File: config.mk
export PLATFORM = sky130hd
export DESIGN_NAME = s2mm_sts_tracker
export DESIGN_NICKNAME = d
export VERILOG_FILES = /design/src/rtl/s2mm_sts_tracker.sv
export SDC_FILE = /design/constraint.sdc
export NUM_CORES = 1
export LEC_CHECK = 0
export CAP_MARGIN = 15
export CORE_ASPECT_RATIO = 0.5
export CORE_MARGIN = 1
export CORE_UTILIZATION = 33
export DETAILED_ROUTE_END_ITERATION = 16
export GPL_TIMING_DRIVEN = 0
export PLACE_DENSITY = 0.91
export SLEW_MARGIN = 25
export SYNTH_ARGS = -nofsm -noshare
export SYNTH_HDL_FRONTEND = slang
export SYNTH_SLANG_ARGS = --single-unit
File: constraint.sdc
create_clock -name clk -period 4.07 [get_ports clk]
set_input_delay 0.6105 -clock clk [delete_from_list [all_inputs] [get_ports clk]]
set_output_delay 0.6105 -clock clk [all_outputs]
set_load 0.01 [all_outputs]
File: src/rtl/s2mm_sts_tracker.sv
// Purpose : gate S2MM DataMover commands on an outstanding limit and match statuses to completion/error flags.
// Latency : command path is combinational (0 cycles); status effects are visible 1 cycle after the sts handshake.
// Backpres: cmd tready/tvalid drop while in ERR or at MAX_OUTSTANDING; status is always accepted outside reset.
//
// Ports:
//   clk, rst_n (synchronous, active-low)
//   s_axis_cmd_*  : command in from s2mm_cmd_gen     m_axis_cmd_* : command out to DataMover
//   s_axis_sts_*  : DataMover status (tag[3:0], INTERR[4], DECERR[5], SLVERR[6], OKAY[7])
//   clear         : zeroes err_code, model_done, tile_cnt and leaves ERR
//   tile_done, model_done, err, err_code{PROTO,SLVERR,DECERR,INTERR}, outstanding, tile_cnt
// Optional feature: define S2MM_STS_TAG_CHECK_EN to match every status tag against the issued command tag.
module s2mm_sts_tracker #(
  parameter int CORE_CMD_WIDTH  = 80,
  parameter int MAX_OUTSTANDING = 16,
  parameter int OUTSTD_W        = 7
) (
  input  logic                      clk,
  input  logic                      rst_n,
  input  logic [CORE_CMD_WIDTH-1:0] s_axis_cmd_tdata,
  input  logic                      s_axis_cmd_tvalid,
  output logic                      s_axis_cmd_tready,
  output logic [CORE_CMD_WIDTH-1:0] m_axis_cmd_tdata,
  output logic                      m_axis_cmd_tvalid,
  input  logic                      m_axis_cmd_tready,
  input  logic [7:0]                s_axis_sts_tdata,
  input  logic                      s_axis_sts_tvalid,
  output logic                      s_axis_sts_tready,
  input  logic                      clear,
  output logic                      tile_done,
  output logic                      model_done,
  output logic                      err,
  output logic [3:0]                err_code,
  output logic [OUTSTD_W-1:0]       outstanding,
  output logic [15:0]               tile_cnt
);

  typedef enum logic {RUN = 1'b0, ERR = 1'b1} state_t;

  state_t     state, state_nxt;
  logic       gate_open;
  logic       cmd_hs, sts_hs;
  logic [3:0] sts_tag;
  logic [2:0] sts_flags;
  logic       sts_bad;
  logic [3:0] new_err;
  logic       tile_evt, model_evt;
  logic       tag_proto;

  assign sts_tag   = s_axis_sts_tdata[3:0];
  assign sts_flags = s_axis_sts_tdata[6:4];
  assign sts_bad   = ~s_axis_sts_tdata[7] | (|sts_flags);

  assign m_axis_cmd_tdata  = s_axis_cmd_tdata;
  assign m_axis_cmd_tvalid = s_axis_cmd_tvalid & gate_open;
  assign s_axis_cmd_tready = m_axis_cmd_tready & gate_open;
  assign cmd_hs            = m_axis_cmd_tvalid & m_axis_cmd_tready;

  // Status is drained even in ERR; only reset stops it.
  assign s_axis_sts_tready = rst_n;
  assign sts_hs            = s_axis_sts_tvalid & s_axis_sts_tready;

  assign err = |err_code;

`ifdef S2MM_STS_TAG_CHECK_EN
  localparam int PTR_W = $clog2(MAX_OUTSTANDING);

  logic [3:0]     tag_mem [MAX_OUTSTANDING];
  logic [PTR_W-1:0] wr_ptr, rd_ptr;
  logic [PTR_W:0]   fifo_cnt;
  logic             fifo_empty, fifo_full, fifo_push, fifo_pop;

  assign fifo_empty = (fifo_cnt == '0);
  assign fifo_full  = (fifo_cnt == (PTR_W+1)'(MAX_OUTSTANDING));
  assign fifo_push  = cmd_hs & ~fifo_full;
  // A status with nothing to match is flagged, not popped.
  assign fifo_pop   = sts_hs & ~fifo_empty;
  assign tag_proto  = sts_hs & (fifo_empty | (tag_mem[rd_ptr] != sts_tag));

  always_ff @(posedge clk) begin
    if (!rst_n) begin
      wr_ptr   <= '0;
      rd_ptr   <= '0;
      fifo_cnt <= '0;
    end else begin
      if (fifo_push) wr_ptr <= wr_ptr + 1'b1;
      if (fifo_pop)  rd_ptr <= rd_ptr + 1'b1;
      if (fifo_push && !fifo_pop)      fifo_cnt <= fifo_cnt + 1'b1;
      else if (fifo_pop && !fifo_push) fifo_cnt <= fifo_cnt - 1'b1;
    end
  end

  always_ff @(posedge clk) begin
    if (fifo_push) tag_mem[wr_ptr] <= s_axis_cmd_tdata[75:72];
  end
`else
  assign tag_proto = 1'b0;
`endif

  // Status decode: error bits, completion events and protocol checks.
  always_comb begin
    new_err   = 4'b0000;
    tile_evt  = 1'b0;
    model_evt = 1'b0;
    if (sts_hs) begin
      // OKAY=0 with no specific cause is reported as INTERR.
      if (sts_bad) new_err[2:0] = (sts_flags == 3'b000) ? 3'b001 : sts_flags;
      case (sts_tag)
        4'b1100: tile_evt = ~sts_bad;
        4'b1111: begin
          tile_evt  = ~sts_bad;
          model_evt = ~sts_bad;
        end
        4'b0000: ;
        default: new_err[3] = 1'b1;
      endcase
      if (outstanding == '0) new_err[3] = 1'b1;
      if (tag_proto)         new_err[3] = 1'b1;
    end
  end

  always_ff @(posedge clk) begin
    if (!rst_n) state <= RUN;
    else        state <= state_nxt;
  end

  // A new error outranks clear in the same cycle.
  always_comb begin
    state_nxt = state;
    gate_open = 1'b0;
    if (new_err != 4'b0000) state_nxt = ERR;
    else if (clear)         state_nxt = RUN;
    if (state == RUN && outstanding < OUTSTD_W'(MAX_OUTSTANDING)) gate_open = 1'b1;
  end

  always_ff @(posedge clk) begin
    if (!rst_n) begin
      outstanding <= '0;
      tile_done   <= 1'b0;
      model_done  <= 1'b0;
      err_code    <= 4'b0000;
      tile_cnt    <= 16'd0;
    end else begin
      if (cmd_hs && !sts_hs)                        outstanding <= outstanding + 1'b1;
      else if (sts_hs && !cmd_hs && outstanding != '0) outstanding <= outstanding - 1'b1;

      tile_done  <= tile_evt;
      err_code   <= (clear ? 4'b0000 : err_code) | new_err;
      model_done <= (clear ? 1'b0 : model_done) | model_evt;
      tile_cnt   <= (clear ? 16'd0 : tile_cnt) + {15'd0, tile_evt};
    end
  end

endmodule

# After elaboration in Yosys (flattened, before gate mapping)
# Cells that the tools add are included.
# Widths: inputs -> output; s select.
# op_classes
addsub,3
order_cmp,1
n_eq_ne,2
mux,17
bitwise,10
reduce_logical,17
# op_table
op,n
$add 16x1->16,1
$mux 16,1
$mux 7,2
$mux 1,10
$eq 4x4->1 const B,2
$mux 4,2
$add 7x1->7 const B,1
$logic_not 7->1,1
$lt 7x5->1 const B,1
$reduce_bool 7->1,1
$sub 7x1->7 const B,1
$mux 3,2
$reduce_or 3->1,2
$and 1x1->1,4
$logic_and 1x1->1,4
$logic_not 4->1,1
$or 4x4->4,1
$reduce_bool 2->1,2
$reduce_bool 4->1,1
$reduce_or 4->1,1
$logic_not 3->1,1
$not 1->1,3
$logic_not 1->1,2
$or 1x1->1,2
$reduce_or 2->1,1
# totals
ff_bits,30
elab_cells,56

# Longest topological paths before layout
# Gate-level depths: netlist of the first run.
# logic_depth
ltp_word,10
mapped_depth,11
mapped_depth_nobuf,11

# Least setup slack after synthesis of the first run
# No wires, ideal clock.
# synth_timing
kind,in2reg
start,in m_axis_cmd_tready
end,reg outstanding[5]
setup_ps,70
t_arrival_ps,2366
required_ps,4000
setup_slack_ps,1634
path_stages,8
n_path_buf,0
cell_sequence,and3b_1 -> nand3_1 -> ha_1 -> a211oi_1 -> nor2_1 -> or4_1 -> a41o_1 -> a21oi_1
# synth_via
elab_chain_len,5
word_cells_on_any_way,7
classes_between,mux: 1; bitwise: 1; reduce/logical: 5
# synth_lines
element,line,source
"start, declared",24,"input logic m_axis_cmd_tready,"
$and 1x1->1 *,56,assign cmd_hs = m_axis_cmd_tvalid & m_axis_cmd_tready;
$logic_not 1->1,144,else if (sts_hs && !cmd_hs && outstanding != '0) outstanding <= outstanding - 1'b1;
$logic_and 1x1->1 (2 in series),144,
$reduce_bool 2->1 (no source line),-,
"end signal, assigned",143,if (cmd_hs && !sts_hs) outstanding <= outstanding + 1'b1;
"end signal, assigned",144,
"end, declared",33,"output logic [OUTSTD_W-1:0] outstanding,"
# Every way passes the cells marked *; elsewhere a longest branch is shown, timed or not.
# A chain may end at the register's enable or synchronous reset.

# Worst setup path after layout of the first run
# layout_timing
start,in rst_n
end,reg tile_cnt[14]
# layout_via
elab_chain_len,3
# layout_lines
element,line,source
"start, declared",18,"input logic rst_n,"
$and 1x1->1,60,assign sts_hs = s_axis_sts_tvalid & s_axis_sts_tready;
$mux 1,104,if (sts_hs) begin
via tile_evt,46,"logic tile_evt, model_evt;"
$add 16x1->16,149,"tile_cnt <= (clear ? 16'd0 : tile_cnt) + {15'd0, tile_evt};"
"end signal, assigned",149,
"end, declared",34,output logic [15:0] tile_cnt
# The timed path passes the listed nets, and every way through them passes these cells.

==> results of run 1 <==
sequential cells by signal, summed over array words and instances, names as in the netlist:
signal	flops
tile_cnt	16
outstanding	7
err_code	4
model_done	1
state	1
tile_done	1
Yosys cell counts, types with 2 or more instances:
cell type,n,area (um2)
a211oi_1,3,22.5
a21o_1,3,22.5
a21oi_1,5,25.0
a22o_1,2,17.5
and2_1,2,12.5
and3_1,5,31.3
buf_4,81,608
dfxtp_1,30,601
ha_1,8,100
inv_1,5,18.8
mux2i_1,6,60.1
nand2_1,14,52.6
nand2b_1,6,37.5
nand3_1,9,45.0
nand4_1,2,12.5
nor2_1,24,90.1
nor2b_1,6,37.5
nor3_1,4,20.0
o21ai_0,5,25.0
or4_1,2,15.0
xnor2_1,8,70.1
xor2_1,10,87.6
final timing paths:
kind                       start  slack (ps)  depth (start not counted)              to
setup / recovery           rst_n         720                         12    tile_cnt[14]
setup reg to reg  outstanding[4]        1390                          8  outstanding[6]
hold reg to reg      err_code[0]         460                          2     err_code[0]
hold / removal       err_code[0]         460                          2     err_code[0]
cells by family after synthesis:
family / after synthesis
adder cells (fa/ha/maj): 9
flip-flops: 30
AND/OR/NAND/NOR: 83
buffers and inverters: 88
XOR/XNOR: 18
multiplexers: 6
AO/OA/AOI/OAI: 26
metal layers:
metal	vias up	GRT usage
met5	-	0
met4	0	0.0421
met3	7	0.0439
met2	95	0.308
met1	967	0.165
li1	1051	-
area by class of cell:
class	instances	area, um2	area share
multi-input combinational	142	963	0.259
buffer	83	624	0.168
clock buffer	6	139	0.0374
tap	88	110	0.0296
timing repair buffer	126	1260	0.339
inverter	5	18.8	0.00505
sequential	30	601	0.162
power by group through the flow:
stage          logic (W)  registers, W  clock network [W]
6_report        0.000712      0.000378           0.000354
5_1_grt         0.000770      0.000385           0.000369
4_1_cts         0.000711      0.000378           0.000355
3_5_place_dp    0.000701      0.000382                  0
3_3_place_gp    0.000682      0.000383                  0
2_1_floorplan   0.000445      0.000391                  0
stage by stage:
stage | worst slack [ps] | hold slack, ps | area, um2
global route | 526 | 492 | 3720
CTS | 714 | 462 | 3720
detailed placement | 463 | 455 | 3580
global placement | 528 | 437 | 3580
finish | 725 | 458 | 3720
floorplan | 1630 | 470 | 2210
critical path, cell delays in order:
cell	delay, ps
clkdlybuf4s50_1	660
inv_1	170
nor2_1	380
nand2_1	160
nor2_1	170
ha_1	220
ha_1	230
inv_1	110
nor4_4	420
nand3_1	170
xor2_1	150
nor2_1	50
==> run_results.csv, run 1 <==
group,metric,value,unit
placement,buffer_ports.inserted,126,
global_route,antenna_found_initial,0,
synth,syn-cell-area,2210,um2
clock_tree,post_cts_resized,0,
clock_tree,post_cts.repair.setup_buffers,0,
route,met2_wirelength,3130,um
global_route,grt_first_pass_wirelength,8830,um
pwr,leakagePower,1.63,nW
route,wire_per_inst,12.2,um
cells_and_area,final_net_count,496,
clock_tree,clockRootBuffer,"clkbuf_16",
cells_and_area,mostFrequentLayoutCells,"clkdlybuf4s50_1, buf_4, dfxtp_1, nor2_1, nand2_1",
cells_and_area,synthToLayoutAreaGrowth,68.4,%
placement,dp.final_hpwl,4660,um
timing,worst_slew_margin_rel,0.632,
global_route,groute.usage.overall,0.155,
die,die_x,118,um
global_route,grt_pass1_vias,1935,
critical_path,worst-setup-path-type,"in -> reg",
synth,syn-num-nets,363,
synth,synth-compound-area-share,0.0828,
synth,synth_edf_count,0,
synth,ys_seq_area_frac,0.272,
clock_tree,clock_tree.htree_level_count,2,
pwr,comb_power_share,0.493,
timing,clock-skew-final,6.72,ps
clock_tree,cts.path.max_buffers,2,
die,coreArea,6260,um2
cells_and_area,num-fill-cells,534,
timing,period_needed,3350,ps
synth,yosys.area_share.simple,0.201,
cells_and_area,num_antenna_cells,0,
timing,grt_setup_unrepaired,"no",
route,vias_per_cell,4.42,
route,wirelength,5880,um
die,die-area,7040,um2
clock_tree,worst_setup_hold_path_clk_slew,50,ps
timing,min_period_over_period,0.822,
pwr,sequentialPowerShare,0.262,
route,met3RoutedLength,398,um
route,top_layer,"met4",
route,first_iter_violations,60,
die,initial_utilization,0.353,
die,dieHeight,59.8,um
pwr,share_clk_of_total_power,0.245,
route,detailedRoute.firstPassIterationCount,4,
route,wirelength_met1,2300,um
pwr,reported_net_switching_power,0.000482,W
synth,syn_inst,260,
route,num_vias,2120,
timing,final-max-slew-violation-count,0,
run,maxCapViolCount,0,
route,drt_drc_violations_left,0,
die,placement_rows,20,
route,antenna_nets_post_route,0,
clock_tree,clock-sinks,30,
synth,multiplexer_area_fraction_after_synthesis,0.0272,
cells_and_area,final_common_cell,"clkdlybuf4s50_1",
synth,postSynth.asyncResetShare,0,
critical_path,worstSetupEndpointType,"flop",
timing,setup-tns-final,0,ps
pwr,total_power,0.00144,W
pwr,peak_vdd_ir,196,uV
clock_tree,holdBufCountCts,0,
timing,setup_violations,0,
synth,flip_flop_and_latch_count_after_synthesis,30,
synth,synth-adder-area-share,0.0544,
cells_and_area,final_util,0.594,
die,design.portCount,207,
synth,count_of_distinct_cell_types_in_the_synthesized_netlist,42,
placement,dp.cells,474,
cells_and_area,drive_gt1_frac,0.237,
pwr,power_report.internal_total,0.000962,W
synth,ys_warn_count,0,
clock_tree,cts_made_buffers,5,
critical_path,setup.worst_path.start_class,"input port",
pwr,power_switching_share,0.334,
global_route,grt_max_degree,11,
min_path,hold_path.class,"reg -> reg",
critical_path,worst_path_arrival_time,3490,ps
synth,syn_area_per_cell,8.49,um2
timing,hold_violations,0,
clock_tree,cts_tree,"yes",
synth,ys.flop_type,"dfxtp_1",
synth,main_combinational_cell_family_by_area_after_synthesis,"buffers and inverters",
timing,worstMarginPinSlew,547,ps
pwr,powerDensity,388,nW/um2
timing,max_clock_freq,299,MHz
placement,finalWeightedCongestion,0.840,
clock_tree,source_to_sink_clock_delay_at_the_later_pin_of_the_worst_skew_pair,270,ps
critical_path,worst_ep_required_time,4220,ps
critical_path,worst-path-max-fanout,9,
run_status,status,"finished clean",
cells_and_area,post_layout_nonfiller_instances,480,
synth,synth_xor_xnor_area_share,0.0714,
global_route,grt_overflow_total,0,
Power figures use the tool's default switching activity.
==> run 2, diff against run 1 <==
--- a/config.mk
+++ b/config.mk
@@ -8,10 +8,10 @@
 export CAP_MARGIN = 15
 export CORE_ASPECT_RATIO = 0.5
 export CORE_MARGIN = 1
-export CORE_UTILIZATION = 33
+export CORE_UTILIZATION = 31
 export DETAILED_ROUTE_END_ITERATION = 16
 export GPL_TIMING_DRIVEN = 0
-export PLACE_DENSITY = 0.91
+export PLACE_DENSITY = 0.86
 export SLEW_MARGIN = 25
 export SYNTH_ARGS = -nofsm -noshare
 export SYNTH_HDL_FRONTEND = slang
==> constraint.sdc (replaced) <==
create_clock -name clk -period 3.3 [get_ports clk]
set_input_delay 0.495 -clock clk [delete_from_list [all_inputs] [get_ports clk]]
set_output_delay 0.495 -clock clk [all_outputs]
set_load 0.01 [all_outputs]
==> run 2 against run 1 <==
Net effect: die area up 6.3%; wire length down 4.2%; combinational power up 23%; clock skew down 2.9 ps; sequential share of layout area down 0.30 points; count of clock-buffer cells in the layout unchanged; worst setup slack worse by 300 ps.
==> run_results.csv, run 2 (synthesis gave the netlist of run 1 again) <==
group,metric,value,unit
route,antenna_nets_post_route,0,
pwr,peak_vdd_ir,305,uV
timing,max_clock_freq,348,MHz
timing,timing.final.ws_setup,425,ps
global_route,grt_max_degree,11,
clock_tree,source_to_sink_clock_delay_at_the_later_pin_of_the_worst_skew_pair,270,ps
die,design.portCount,207,
clock_tree,worst_setup_hold_path_clk_slew,50,ps
route,detailedRoute.firstPassIterationCount,4,
global_route,grt_overflow_total,0,
die,die_x,121,um
timing,hold_violations,0,
critical_path,cp_cell_sequence,"clkdlybuf4s50_1, nor4b_1, nand2_1, nor2_1, ha_1, ha_1, inv_1, nor4_4, nand3_1, xor2_1, nor2_1",
die,die-area,7480,um2
die,coreArea,6780,um2
timing,period_needed,2880,ps
cells_and_area,final_net_count,496,
clock_tree,cts_tree,"yes",
route,vias_per_cell,4.43,
clock_tree,clock-sinks,30,
clock_tree,post_cts_resized,0,
global_route,antenna_found_initial,0,
global_route,grt_first_pass_wirelength,7590,um
global_route,groute.usage.overall,0.132,
timing,clock-skew-final,3.85,ps
critical_path,setup.worst_path.start_class,"input port",
critical_path,worst_path_arrival_time,3030,ps
critical_path,stage_delay_of_the_slowest_cell_on_the_critical_path,500,ps
min_path,hold_path.class,"reg -> reg",
route,wire_per_inst,11.6,um
route,num_vias,2155,
cells_and_area,largest_register_ffs,16,
timing,worst_slew_margin_rel,0.644,
cells_and_area,top_register,"tile_cnt",
pwr,total_power,0.00196,W
critical_path,worst-path-buf-inv,2,
pwr,powerDensity,517,nW/um2
critical_path,worst-setup-path-type,"in -> reg",
critical_path,worstSetupEndpointType,"flop",
timing,grt_setup_unrepaired,"no",
clock_tree,holdBufCountCts,0,
placement,finalWeightedCongestion,0.803,
clock_tree,clockRootBuffer,"clkbuf_16",
critical_path,critical-path-slowest-cell,"nor4b_1",
clock_tree,cts_made_buffers,5,
timing,timing.hold.ws,460,ps
die,dieHeight,61.7,um
clock_tree,post_cts.repair.setup_buffers,0,
die,initial_utilization,0.326,
pwr,leakagePower,1.67,nW
global_route,grt_pass1_vias,1737,
clock_tree,cts.path.max_buffers,2,
critical_path,critPathTopFamily,"simple AND/OR/NAND/NOR gates",
timing,final-max-slew-violation-count,0,
route,drt_drc_violations_left,0,
placement,dp.final_hpwl,4420,um
cells_and_area,final_common_cell,"clkdlybuf4s50_1",
cells_and_area,drive_gt1_frac,0.244,
cells_and_area,mostFrequentLayoutCells,"clkdlybuf4s50_1, buf_4, dfxtp_1, nor2_1, nand2_1",
route,first_iter_violations,61,
clock_tree,clock_tree.htree_level_count,2,
placement,buffer_ports.inserted,126,
run_status,status,"finished clean",
timing,setup_violations,0,
cells_and_area,num_antenna_cells,0,
route,wirelength,5630,um
cells_and_area,synthToLayoutAreaGrowth,71.6,%
critical_path,worst_ep_required_time,3460,ps
cells_and_area,layout_top_registers,"tile_cnt (16), outstanding (7), err_code (4)",
run,maxCapViolCount,0,
timing,worstMarginPinSlew,529,ps
timing,min_period_over_period,0.871,
placement,place_ws,-219,ps
die,placement_rows,21,
critical_path,worst-path-max-fanout,4,
## run 2: final timing paths
check                                          from        endpoint  slack [ps]  cells past startpoint
worst max-delay path            s_axis_sts_tdata[5]    tile_cnt[10]         420                     11
worst max register to register       outstanding[4]  outstanding[5]         610                      8
worst min register to register          err_code[0]     err_code[0]         460                      2
worst min-delay path                    err_code[0]     err_code[0]         460                      2
## run 2: worst min-delay path, delay by kind of cell (launching register included)
kind          cells  cell delay (ps)
simple gates      2              100
flops             1              320
## run 2: power breakdown
part | internal, W | total, W | switching (W)
sequential | 0.000408 | 0.000467 | 0.0000589
clock | 0.000453 | 0.000614 | 0.000161
combinational | 0.000488 | 0.000878 | 0.000391
total | 0.00135 | 0.00196 | 0.000611
## run 2: cell type report
cell class,instances,area [um2]
repair buffers,126,1260
clock buffers,6,139
flip-flops and latches,30,601
plain buffers,83,624
multi-input cells,142,966
fillers,583,2990
inverters,5,18.8
clock inverters,2,60.1
well taps,92,115
## run 2: metal layers
layer	vias up	wire, um	GRT usage
li1	1057	-	-
met3	9	442	0.0259
met2	113	2950	0.259
met1	976	2130	0.142
met5	-	0	0
met4	0	110	0.0670
## run 2: metrics by stage
step / instances / utilization / setup TNS [ps] / area [um2]
final: 486 / 0.559 / 0 / 3790
after CTS: 486 / 0.558 / 0 / 3780
after detailed placement: 478 / 0.529 / -1210 / 3580
after floorplan: 260 / - / 0 / 2210
after global placement: 478 / 0.529 / -669 / 3580
after global routing: 486 / 0.559 / 0 / 3790
